===== config.mk =====
export PLATFORM = sky130hd
export DESIGN_NAME = pipeline_hazard_ctrl
export DESIGN_NICKNAME = d
export VERILOG_FILES = /design/src/rtl/pipeline_pkg.sv /design/src/rtl/hazard_match.sv /design/src/rtl/pipeline_hazard_ctrl.sv
export SDC_FILE = /design/constraint.sdc
export NUM_CORES = 1
export LEC_CHECK = 0
export BUFFER_PORTS_ARGS = -buffer_cell sky130_fd_sc_hd__clkbuf_2
export CORE_MARGIN = 2
export CORE_UTILIZATION = 51
export CTS_CLUSTER_SIZE = 24
export DETAILED_ROUTE_END_ITERATION = 8
export GPL_TIMING_DRIVEN = 0
export PLACE_DENSITY = 0.78
export RECOVER_POWER = 100
export SLEW_MARGIN = 10
export SYNTH_ARGS = -nofsm -noshare
export SYNTH_HDL_FRONTEND = slang
export SYNTH_HIERARCHICAL = 1
export SYNTH_SLANG_ARGS = --single-unit

===== constraint.sdc =====
create_clock -name Clk -period 3.7 [get_ports Clk]
set_input_delay 0.925 -clock Clk [delete_from_list [all_inputs] [get_ports Clk]]
set_output_delay 0.925 -clock Clk [all_outputs]
set_load 0.03 [all_outputs]

===== src/rtl/pipeline_pkg.sv =====
// Shared definitions for the pipeline control blocks: hazard FSM states,
// register-file addressing constants and parameter legality helpers.
package pipeline_pkg;

  typedef enum logic [1:0] {
    RUN       = 2'b00,
    MULT_BUSY = 2'b01,
    MULT_DONE = 2'b10
  } hz_state_t;

  localparam int REG_ADDR_W = 5;
  localparam logic [REG_ADDR_W-1:0] REG_ZERO = '0;

  localparam int MULT_CYCLES_MIN = 2;

  // A multi-cycle op needs the RUN cycle plus at least one MULT_BUSY cycle.
  function automatic bit mult_cycles_legal(input int cycles);
    return cycles >= MULT_CYCLES_MIN;
  endfunction

endpackage


===== src/rtl/hazard_match.sv =====
// Combinational hazard detection for the decode stage: load-use, branch
// operand hazard and control-flow redirect terms.
module hazard_match #(
  parameter int REG_ADDR_W = pipeline_pkg::REG_ADDR_W
) (
  input  logic [REG_ADDR_W-1:0] RsD,
  input  logic [REG_ADDR_W-1:0] RtD,
  input  logic                  UsesRsD,
  input  logic                  UsesRtD,
  input  logic                  BranchD,
  input  logic                  BranchTakenD,
  input  logic                  JumpD,
  input  logic                  RegWriteE,
  input  logic                  MemReadE,
  input  logic [REG_ADDR_W-1:0] WriteRegE,
  input  logic                  MemReadM,
  input  logic [REG_ADDR_W-1:0] WriteRegM,
  output logic                  load_use,
  output logic                  branch_hazard,
  output logic                  redirect
);

  // Register 0 is hardwired to zero, so a write to it never creates a dependency.
  function automatic logic reg_match(input logic [REG_ADDR_W-1:0] r,
                                     input logic [REG_ADDR_W-1:0] w);
    return (r == w) && (w != '0);
  endfunction

  logic rs_hits_e;
  logic rt_hits_e;
  logic rs_hits_m;
  logic rt_hits_m;

  assign rs_hits_e = reg_match(RsD, WriteRegE);
  assign rt_hits_e = reg_match(RtD, WriteRegE);
  assign rs_hits_m = reg_match(RsD, WriteRegM);
  assign rt_hits_m = reg_match(RtD, WriteRegM);

  assign load_use = MemReadE && RegWriteE &&
                    ((UsesRsD && rs_hits_e) || (UsesRtD && rt_hits_e));

  // Branches compare in decode, so any in-flight producer must drain first.
  assign branch_hazard = BranchD &&
                         ((RegWriteE && (rs_hits_e || rt_hits_e)) ||
                          (MemReadM  && (rs_hits_m || rt_hits_m)));

  assign redirect = (BranchD && BranchTakenD) || JumpD;

endmodule


===== src/rtl/pipeline_hazard_ctrl.sv =====
// Central stall/flush controller for the 5-stage pipeline, including the
// multi-cycle EX hold FSM and a saturating stall-cycle counter.
module pipeline_hazard_ctrl #(
  parameter int MULT_CYCLES = 4,
  parameter int REG_ADDR_W  = pipeline_pkg::REG_ADDR_W,
  parameter int STALL_CNT_W = 32
) (
  input  logic                   Clk,
  input  logic                   Rst_n,
  input  logic [REG_ADDR_W-1:0]  RsD,
  input  logic [REG_ADDR_W-1:0]  RtD,
  input  logic                   UsesRsD,
  input  logic                   UsesRtD,
  input  logic                   BranchD,
  input  logic                   BranchTakenD,
  input  logic                   JumpD,
  input  logic                   RegWriteE,
  input  logic                   MemReadE,
  input  logic [REG_ADDR_W-1:0]  WriteRegE,
  input  logic                   MemReadM,
  input  logic [REG_ADDR_W-1:0]  WriteRegM,
  input  logic                   MultStartE,
  output logic                   PC_Enable,
  output logic                   Fetch_Enable,
  output logic                   Fetch_Flush,
  output logic                   Decode_Flush,
  output logic                   Execute_Hold,
  output logic [STALL_CNT_W-1:0] StallCount
);

  import pipeline_pkg::hz_state_t;
  import pipeline_pkg::RUN;
  import pipeline_pkg::MULT_BUSY;
  import pipeline_pkg::MULT_DONE;
  import pipeline_pkg::mult_cycles_legal;

  localparam int MCNT_W = $clog2(MULT_CYCLES);
  localparam logic [MCNT_W-1:0] MCNT_LOAD = MCNT_W'(MULT_CYCLES - 2);

  if (!mult_cycles_legal(MULT_CYCLES)) begin : g_bad_mult_cycles
    $error("pipeline_hazard_ctrl: MULT_CYCLES must be at least 2");
  end

  hz_state_t               state;
  hz_state_t               state_next;
  logic [MCNT_W-1:0]       mcnt;
  logic [MCNT_W-1:0]       mcnt_next;
  logic [STALL_CNT_W-1:0]  stall_count;
  logic                    load_use;
  logic                    branch_hazard;
  logic                    redirect;
  logic                    stall;

  hazard_match #(
    .REG_ADDR_W(REG_ADDR_W)
  ) u_hazard_match (
    .RsD          (RsD),
    .RtD          (RtD),
    .UsesRsD      (UsesRsD),
    .UsesRtD      (UsesRtD),
    .BranchD      (BranchD),
    .BranchTakenD (BranchTakenD),
    .JumpD        (JumpD),
    .RegWriteE    (RegWriteE),
    .MemReadE     (MemReadE),
    .WriteRegE    (WriteRegE),
    .MemReadM     (MemReadM),
    .WriteRegM    (WriteRegM),
    .load_use     (load_use),
    .branch_hazard(branch_hazard),
    .redirect     (redirect)
  );

  assign stall = load_use || branch_hazard;

  // A stall outranks a redirect; the redirect stays asserted by decode and
  // is acted on in the cycle the stall clears.
  always_comb begin
    PC_Enable    = 1'b1;
    Fetch_Enable = 1'b1;
    Fetch_Flush  = 1'b0;
    Decode_Flush = 1'b0;
    Execute_Hold = 1'b0;
    state_next   = state;
    mcnt_next    = mcnt;

    case (state)
      MULT_BUSY: begin
        Execute_Hold = 1'b1;
        PC_Enable    = 1'b0;
        Fetch_Enable = 1'b0;
        if (mcnt == '0) begin
          state_next = MULT_DONE;
        end else begin
          mcnt_next = mcnt - 1'b1;
        end
      end

      // The finished op is still in EX here, so MultStartE must not retrigger.
      MULT_DONE: begin
        if (stall) begin
          PC_Enable    = 1'b0;
          Fetch_Enable = 1'b0;
          Decode_Flush = 1'b1;
          state_next   = MULT_DONE;
        end else begin
          Fetch_Flush = redirect;
          state_next  = RUN;
        end
      end

      default: begin
        if (MultStartE) begin
          Execute_Hold = 1'b1;
          PC_Enable    = 1'b0;
          Fetch_Enable = 1'b0;
          state_next   = MULT_BUSY;
          mcnt_next    = MCNT_LOAD;
        end else if (stall) begin
          PC_Enable    = 1'b0;
          Fetch_Enable = 1'b0;
          Decode_Flush = 1'b1;
        end else begin
          Fetch_Flush = redirect;
        end
        if (!MultStartE) begin
          state_next = RUN;
        end
      end
    endcase

    // While reset is held the whole front end is frozen and flushed.
    if (!Rst_n) begin
      PC_Enable    = 1'b0;
      Fetch_Enable = 1'b0;
      Fetch_Flush  = 1'b1;
      Decode_Flush = 1'b1;
      Execute_Hold = 1'b0;
    end
  end

  always_ff @(posedge Clk or negedge Rst_n) begin
    if (!Rst_n) begin
      state       <= RUN;
      mcnt        <= '0;
      stall_count <= '0;
    end else begin
      state <= state_next;
      mcnt  <= mcnt_next;
      if (!PC_Enable && !(&stall_count)) begin
        stall_count <= stall_count + 1'b1;
      end
    end
  end

  assign StallCount = stall_count;

endmodule


* Yosys cells after proc, flatten, opt, wreduce, memory -nomap -nowiden *
Cells that the tools add are included.

word-level totals
  latch bits = 0
  bits in writable memories = 0
  bits in read-only memories = 0
  output and inout port bits = 37
  memories kept = 0
  flip-flop bits (word level) = 36
  input bits = 31
  word-level logic and storage cells = 63

cells by class
  divide/modulo/power cells = 0
  bitwise logic cells = 1
  add/sub/neg operators = 2
  reduce and logical (&&, ||, !) cells = 27
  eq/ne operators = 8
  $mul = 0
  shifts and indexed selects = 0
  order comparisons = 0
  mux-type cells = 22

operators by type and width
  kind                                                                   count
  32-bit by 1-bit adder with 32-bit output, second input constant        1
  32-bit AND reduction                                                   1
  5-bit equality test                                                    4
  1-bit logical AND                                                      13
  1-bit 2-to-1 mux                                                       12
  5-bit nonzero test                                                     2
  2-bit 2-to-1 mux                                                       4
  1-bit one-hot mux with 2 select lines                                  4
  2-bit one-hot mux with 2 select lines                                  2
  1-bit logical OR                                                       6
  2-bit != test, second input constant                                   2
  3-bit AND reduction                                                    1
  2-bit by 1-bit equality test with 1-bit output, second input constant  1
  2-bit equality test, second input constant                             1
  1-bit logical NOT                                                      2
  2-bit logical NOT                                                      1
  2-bit nonzero test                                                     1
  2-bit by 1-bit subtractor with 2-bit output, second input constant     1
  1-bit NOT                                                              1

* Depth between registers and ports, before layout *
Gate-level depths: netlist of run 1.

  word-level depth = 13
  gate-level depth with buffers = 11

* Hierarchy *
Netlist of run 1, hierarchy kept.

by module, submodules not included
  module                sequential area each (um2)  cells each  area each (um2)  times used
  pipeline_hazard_ctrl  900.9                       188         1928.1           1
  hazard_match          0.0                         38          280.3            1

* Worst setup path after synthesis of run 1 *
OpenSTA, ideal clock, no wires.

  path type = input to output
  start point = in WriteRegE[2]
  end point = out PC_Enable
  path buffers = 1
  arrival = 2.838 ns
  stages = 9
  path slack = -0.063 ns
  required time = 2.775 ns
  cells stage by stage = or4_1 nor2_1 nor4_1 o211ai_1 o21ai_1 nor2_1 nand4_1 inv_1 buf_4

on the way
  word-level cells in the longest chain between the ends = 11
  elaborated cells between the ends (all ways) = 18
  classes of those cells = eq/ne: 2; mux: 4; reduce/logical: 12

RTL lines
  what                                                       line                        source
  start: declaration                                         pipeline_hazard_ctrl.sv:19  input logic [REG_ADDR_W-1:0] WriteRegE,
  5-bit equality test or 5-bit nonzero test (tied branches)  hazard_match.sv:26          return (r == w) && (w != '0);
  1-bit logical AND                                          hazard_match.sv:26
  1-bit logical OR *                                         hazard_match.sv:44          ((RegWriteE && (rs_hits_e || rt_hits_e)) ||
  1-bit logical AND *                                        hazard_match.sv:44
  1-bit logical OR *                                         hazard_match.sv:44
  1-bit logical AND *                                        hazard_match.sv:43          assign branch_hazard = BranchD &&
  via branch_hazard                                          pipeline_hazard_ctrl.sv:50  logic branch_hazard;
  1-bit logical OR *                                         pipeline_hazard_ctrl.sv:74  assign stall = load_use || branch_hazard;
  1-bit 2-to-1 mux *                                         -
  1-bit 2-to-1 mux                                           -
  1-bit one-hot mux with 2 select lines *                    -
  1-bit 2-to-1 mux *                                         -
  end: declaration                                           pipeline_hazard_ctrl.sv:23  output logic PC_Enable,

The timed path passes the listed nets; every way through them passes the cells marked *.

* Final worst setup path of run 1 *
  start point = in WriteRegE[0]
  end point = out PC_Enable

on the way
  word-level cells in the longest chain between the ends = 11
  elaborated cells between the ends (all ways) = 18
  classes of those cells = eq/ne: 2; mux: 4; reduce/logical: 12

RTL lines
  what                                                       line                                                      source
  5-bit equality test or 5-bit nonzero test (tied branches)  hazard_match.sv:26
  1-bit logical AND                                          hazard_match.sv:26
  1-bit logical OR *                                         hazard_match.sv:44
  1-bit logical AND *                                        hazard_match.sv:44
  1-bit logical OR *                                         hazard_match.sv:44
  1-bit logical AND *                                        hazard_match.sv:43
  via branch_hazard                                          pipeline_hazard_ctrl.sv:50
  1-bit logical OR *                                         pipeline_hazard_ctrl.sv:74
  1-bit 2-to-1 mux *                                         pipeline_hazard_ctrl.sv:101, pipeline_hazard_ctrl.sv:119
  1-bit 2-to-1 mux                                           pipeline_hazard_ctrl.sv:113                               if (MultStartE) begin
  1-bit one-hot mux with 2 select lines *                    pipeline_hazard_ctrl.sv:87                                case (state)
  1-bit 2-to-1 mux *                                         pipeline_hazard_ctrl.sv:133                               if (!Rst_n) begin

Marks and branches as above.

==> results of run 1 <==
==> final cells by class <==
type / instances / area, sq um
Clock inverter: 1 / 30.0
Inverter: 10 / 37.5
Fill cell: 359 / 1280
Tap cell: 50 / 62.6
Sequential cell: 36 / 901
Multi-Input combinational cell: 177 / 1290
Buffer: 3 / 23.8
Clock buffer: 7 / 96.3
Timing Repair Buffer: 72 / 362
==> per-layer routing <==
layer	global-route usage	wire length, um	vias up
met2	0.335	2410	59
met5	0	0	-
met1	0.293	2260	944
met3	0.0509	342	7
li1	-	-	968
met4	0.0855	59	0
==> critical path: stages <==
cell and delay (ns):
buf_8 0.10, or4_4 0.54, nor2_4 0.16, nor4_4 0.05, o211ai_1 0.17, o21ai_1 0.10
nor2_2 0.14, nand4_1 0.14, inv_2 0.17, buf_6 0.11, buf_8 0.11
==> power by group <==
| group | internal (W) | total (W) | switching, W |
|---|---|---|---|
| clock network | 0.000238 | 0.000379 | 0.000141 |
| logic | 0.000227 | 0.000607 | 0.000380 |
| registers | 0.000456 | 0.000529 | 0.0000727 |
==> worst max path at each step <==
stage                           end  depth (start not counted)  slack, ns
final                     PC_Enable                         11       0.05
after global placement    PC_Enable                         11      -0.45
after floorplan           PC_Enable                          9       0.04
after detailed placement  PC_Enable                         11      -0.52
after CTS                 PC_Enable                         11       0.02
after global routing      PC_Enable                         11      -0.04
==> cells by family after synthesis <==
kind of cell / after synthesis / share of synthesized area
AND/OR/NAND/NOR: 101 / 0.271
XOR/XNOR: 50 / 0.198
flip-flops: 36 / 0.408
AO/OA/AOI/OAI: 18 / 0.0538
buffers and inverters: 13 / 0.0261
adder cells (fa/ha/maj): 5 / 0.0283
multiplexers: 3 / 0.0142
==> cells in the final DEF (no fill, tap or decap), drive strengths merged, types with 5 or more instances in the layout <==
master / n
clkbuf: 69
and3: 8
xnor2: 35
nor4: 5
buf: 13
inv: 10
dfrtp: 36
nand4: 16
nor2: 13
nand3: 21
nand2: 17
xor2: 15
nor3: 7
ha: 5
==> what timing repair did <==
action | 4_1_cts | 5_1_grt
pin swaps | 3 | 7
gates resized for setup | 6 | 17
setup buffers | 3 | 2
setup endpoints to repair | 3 | 4
endpoints found under the hold margin | 0 | 0
==> registers in the layout, summed over array words and instances (netlist names) <==
| signal | flops |
|---|---|
| mcnt | 2 |
| StallCount | 32 |
| state | 2 |
==> per-stage QoR <==
stage / power (W) / instance area (sq um) / cells / hold slack, ns
final: 0.00152 / 2810 / 356 / 0.497
after global routing: 0.00161 / 2810 / 356 / 0.519
after CTS: 0.00151 / 2780 / 354 / 0.501
after detailed placement: 0.00111 / 2610 / 343 / 0.491
after global placement: 0.00109 / 2610 / 343 / 0.485
after floorplan: 0.000937 / 2210 / 226 / 0.512
==> results.sh, run 1 <==
export IMPL_tns_ns=0
export IMPL_min_period_ns=3.65
export IMPL_min_period_over_period=0.986
export IMPL_holdPathEnd="StallCount[31]$_DFFE_PN0P_"
export IMPL_clock_sinks=36
export IMPL_power_density_nw_per_um2=540
export IMPL_max_slew_margin=0.357
export IMPL_hold_start="StallCount[31]$_DFFE_PN0P_"
export IMPL_final_hold_violation_count=0
export IMPL_cts_path_max_buffers=2
export IMPL_drc_errors=0
export IMPL_tightest_slew_ns=0.964
export IMPL_grt_remaining_overflow=0
export IMPL_synth_nets=262
export IMPL_routed_via_count=1978
export IMPL_h_tree_depth=2
export IMPL_core_area_sq_um=4090
export IMPL_initial_core_util=0.540
export IMPL_synth_area_leaders="dfrtp_1, xnor2_1, xor2_1, nand3_1, nand4_1"
export IMPL_grt_use_total=0.217
export IMPL_rows=23
export IMPL_top_level_ports=68
export IMPL_synth_largest_area_cell="dfrtp_1"
export IMPL_clk_latency_ns=0.29
export IMPL_final_layout_size_suffix_gt1_frac=0.216
export IMPL_pre_cts_slack_ns=-0.516
export IMPL_post_drt_wl_per_cell_um=14.3
export IMPL_synthFlopType="dfrtp_1"
export IMPL_synth_avg_cell_area_sq_um=9.77
export IMPL_clkTransAtPathRegs_ns=0.08
export IMPL_synth_commonest_cells="dfrtp_1, xnor2_1, nand3_1, nand2_1, xor2_1"
export IMPL_ys_seq_elements=36
export IMPL_max_freq_mhz=274
export IMPL_yosys_warnings=6
export IMPL_yosysSeqAreaShare=0.408
export IMPL_synth_most_common_cell="dfrtp_1"
export IMPL_antenna_cells=0
export IMPL_rr_worst_depth=7
export IMPL_drt_iter0_markers=264
export IMPL_cts_root_buf="clkbuf_8"
export IMPL_cts_buffers=5
export IMPL_grt_max_degree=42
export IMPL_reg2reg_to="StallCount[27]$_DFFE_PN0P_"
export IMPL_critPathRequiredTime_ns=2.77
export IMPL_worstSetupEndpointType="output port"
export IMPL_yosysTopAreaCellShare=0.408
export IMPL_area_growth_pct=27.1
export IMPL_firstDrtPassIters=4
export IMPL_fin_skew_ns=0.00905
export IMPL_hold_class="register to register"
export IMPL_worstHoldPathCells=1
export IMPL_gp_congestion=0.905
export IMPL_cts_tree="yes"
export IMPL_utilization=0.687
export IMPL_startpoint="WriteRegE[0]"
export IMPL_critPathMaxFanout=3
export IMPL_avgViaCountPerCell=5.56
export IMPL_die_h_um=69.8
export IMPL_cp_start_kind="primary input"
export IMPL_wirelength_um=5080
export IMPL_r2r_start="state[0]$_DFFE_PN0P_"
export IMPL_syn_area_sq_um=2210
export IMPL_numPortBuffers=67
export IMPL_drtAntennaViolNets=0
export IMPL_async_flop_share=1.00
export IMPL_synth_edff_count=0
export IMPL_post_dp_hpwl_um=3710
export IMPL_max_cap_violations=0
export IMPL_postSynthCellCount=226
export IMPL_yosysUniqueCellTypes=40
export IMPL_slew_violations=0
export IMPL_critical_path_class="primary input to output port"
export IMPL_nets=341
export IMPL_grt_pass1_wl_um=8650
export IMPL_r2r_slack_ns=1.24
export IMPL_finalWorstSetupSlack_ns=0.0532
export IMPL_cp_arrival_ns=2.72
export IMPL_dieArea_sq_um=4870
export IMPL_cts_hold_buf=0
export IMPL_antenna_found_initial=0
export IMPL_rsz0062_at_grt="true"
export IMPL_grt_pass1_vias=1929
export IMPL_p_leak_nw=1.26
export IMPL_die_x_um=69.8
export IMPL_setup_viol=0
export IMPL_ir_worst_vdd_v=0.000505
export IMPL_outcome="complete, no violations"
No activity file was read; power rests on OpenSTA's default activity.
==> run 2: changes to the inputs <==
Settings changed: CORE_ASPECT_RATIO set to 0.7.
==> run 2 against run 1 <==
Compared with the run above:
- register-to-register slack lost 0.03 ns
- global-route usage rose by 3.0 points
- non-clock buffer count did not move
==> results.sh, run 2 (same netlist as run 1, synthesis figures left out) <==
export IMPL_post_drt_wl_per_cell_um=16.1
export IMPL_instances_no_fill=358
export IMPL_tightest_slew_ns=0.961
export IMPL_initial_core_util=0.546
export IMPL_clkTransAtPathRegs_ns=0.07
export IMPL_ir_worst_vdd_v=0.000461
export IMPL_critPathMaxFanout=3
export IMPL_firstDrtPassIters=4
export IMPL_dpl_cell_count=345
export IMPL_min_period_ns=3.70
export IMPL_cp_cell_sequence="buf_8 > or4_4 > nor2_4 > nor4_4 > o211ai_1 > o21ai_1 > nor2_2 > nand4_1 > inv_2 > buf_6 > buf_8"
export IMPL_worstSetupEndpointType="output port"
export IMPL_avgViaCountPerCell=5.66
export IMPL_final_cell_mix="clkbuf_2, dfrtp_1, xnor2_1"
export IMPL_slowest_stage="or4_4"
export IMPL_power_density_nw_per_um2=540
export IMPL_largest_reg_flops=32
export IMPL_critical_path_class="primary input to output port"
export IMPL_crit_cells=11
export IMPL_max_slew_margin=0.360
export IMPL_antenna_cells=0
export IMPL_power_share_sequential=0.349
export IMPL_outcome="complete, no violations"
export IMPL_power_frac_clock=0.237
export IMPL_clk_latency_ns=0.31
export IMPL_hold_class="register to register"
export IMPL_wirelength_um=5760
export IMPL_rows=19
export IMPL_cts_root_buf="clkbuf_8"
export IMPL_h_tree_depth=2
export IMPL_grt_max_degree=42
export IMPL_gp_congestion=0.869
export IMPL_p_sw_w=0.000636
export IMPL_grt_pass1_wl_um=8900
export IMPL_cts_tree="yes"
export IMPL_numPortBuffers=67
export IMPL_crit_top_cell="buf_8"
export IMPL_die_x_um=82.7
export IMPL_drt_iter0_markers=94
export IMPL_grt_use_total=0.247
export IMPL_max_cap_violations=0
export IMPL_min_period_over_period=1.00
export IMPL_cp_arrival_ns=2.77
export IMPL_rsz0062_at_grt="true"
export IMPL_drc_errors=0
export IMPL_pwr_share_comb=0.415
export IMPL_worstHoldPathCells=1
export IMPL_setup_viol=0
export IMPL_pre_cts_slack_ns=-0.426
export IMPL_grt_pass1_vias=1833
export IMPL_die_h_um=59.1
export IMPL_slowest_delay_ns=0.54
export IMPL_nets=341
export IMPL_grt_remaining_overflow=0
export IMPL_antenna_found_initial=0
export IMPL_area_growth_pct=28.3
export IMPL_cts_hold_buf=0
export IMPL_cp_start_kind="primary input"
export IMPL_core_area_sq_um=4040
export IMPL_p_int_w=0.000895
export IMPL_p_leak_nw=1.36
export IMPL_critPathBufInv=4
export IMPL_critPathRequiredTime_ns=2.77
export IMPL_p_sw_frac=0.415
export IMPL_cts_buffers=5
export IMPL_dieArea_sq_um=4880
export IMPL_fin_skew_ns=0.0121
export IMPL_final_hold_violation_count=0
export IMPL_routed_via_count=2028
export IMPL_max_freq_mhz=270
export IMPL_finalWorstSetupSlack_ns=0.00108
export IMPL_drtAntennaViolNets=0
export IMPL_rr_worst_depth=7
export IMPL_crit_family="simple AND/OR/NAND/NOR gates"
export IMPL_slew_violations=0
export IMPL_tns_ns=0
export IMPL_post_dp_hpwl_um=3960
export IMPL_top_level_ports=68
export IMPL_clock_sinks=36
export IMPL_final_layout_size_suffix_gt1_frac=0.320
export IMPL_cts_path_max_buffers=2
export IMPL_totalPowerFinal_w=0.00153
export IMPL_layout_commonest_cell="clkbuf_2"
## run 2: cell count changes in the layout (fill, tap and decap cells not counted), sizes merged
| cell | previous run | this run |
|---|---|---|
| clkinv | 0 | 1 |
| clkinvlp | 0 | 1 |
| clkbuf | 69 | 67 |
## run 2: repair_timing
| item | in CTS | in global routing |
|---|---|---|
| setup buffers | 3 | 2 |
| gates resized for setup | 6 | 17 |
| pin swaps | 4 | 6 |
| setup endpoints to repair | 3 | 4 |
| gates cloned | 0 | 0 |
## run 2: metrics by stage
| stage | hold WS (ns) | instance area (sq um) | utilization |
|---|---|---|---|
| after floorplan | 0.512 | 2210 | - |
| after global placement | 0.491 | 2610 | 0.646 |
| after detailed placement | 0.482 | 2610 | 0.646 |
| after CTS | 0.495 | 2770 | 0.684 |
| after global routing | 0.519 | 2830 | 0.701 |
| final | 0.495 | 2830 | 0.701 |
## run 2: metal layers
metal	global-route usage	share of wire	routed length [um]
met3	0.0503	0.062	357
met2	0.346	0.45	2610
met5	0	0	0
met1	0.374	0.47	2690
met4	0.0984	0.019	108
## run 2: final cells by class
class / instances / area [sq um]
multi-input combinational: 177 / 1290
fill: 300 / 1210
tap: 52 / 65.1
inverter: 10 / 37.5
clock buffer: 5 / 68.8
buffer: 3 / 23.8
sequential: 36 / 901
clock inverter: 3 / 42.5
timing repair buffer: 72 / 402
## run 2: path summary, 6_finish.rpt
path                            slack (ns)                          to                  startpoint
worst max-delay path                 0.001                   PC_Enable                WriteRegE[4]
worst min-delay path                  0.50  StallCount[29]$_DFFE_PN0P_  StallCount[29]$_DFFE_PN0P_
worst max register to register        1.21  StallCount[25]$_DFFE_PN0P_        state[0]$_DFFE_PN0P_
worst min register to register        0.50  StallCount[29]$_DFFE_PN0P_  StallCount[29]$_DFFE_PN0P_
max in group asynchronous             2.34  StallCount[22]$_DFFE_PN0P_                       Rst_n
min in group asynchronous             0.75  StallCount[12]$_DFFE_PN0P_                       Rst_n
## run 2: power groups by stage
stage | clock [W] | sequential [W] | combinational (W)
finish | 0.000362 | 0.000533 | 0.000635
floorplan | 0 | 0.000608 | 0.000330
global route | 0.000380 | 0.000542 | 0.000685
global placement | 0 | 0.000534 | 0.000563
CTS | 0.000360 | 0.000530 | 0.000605
detailed placement | 0 | 0.000537 | 0.000580
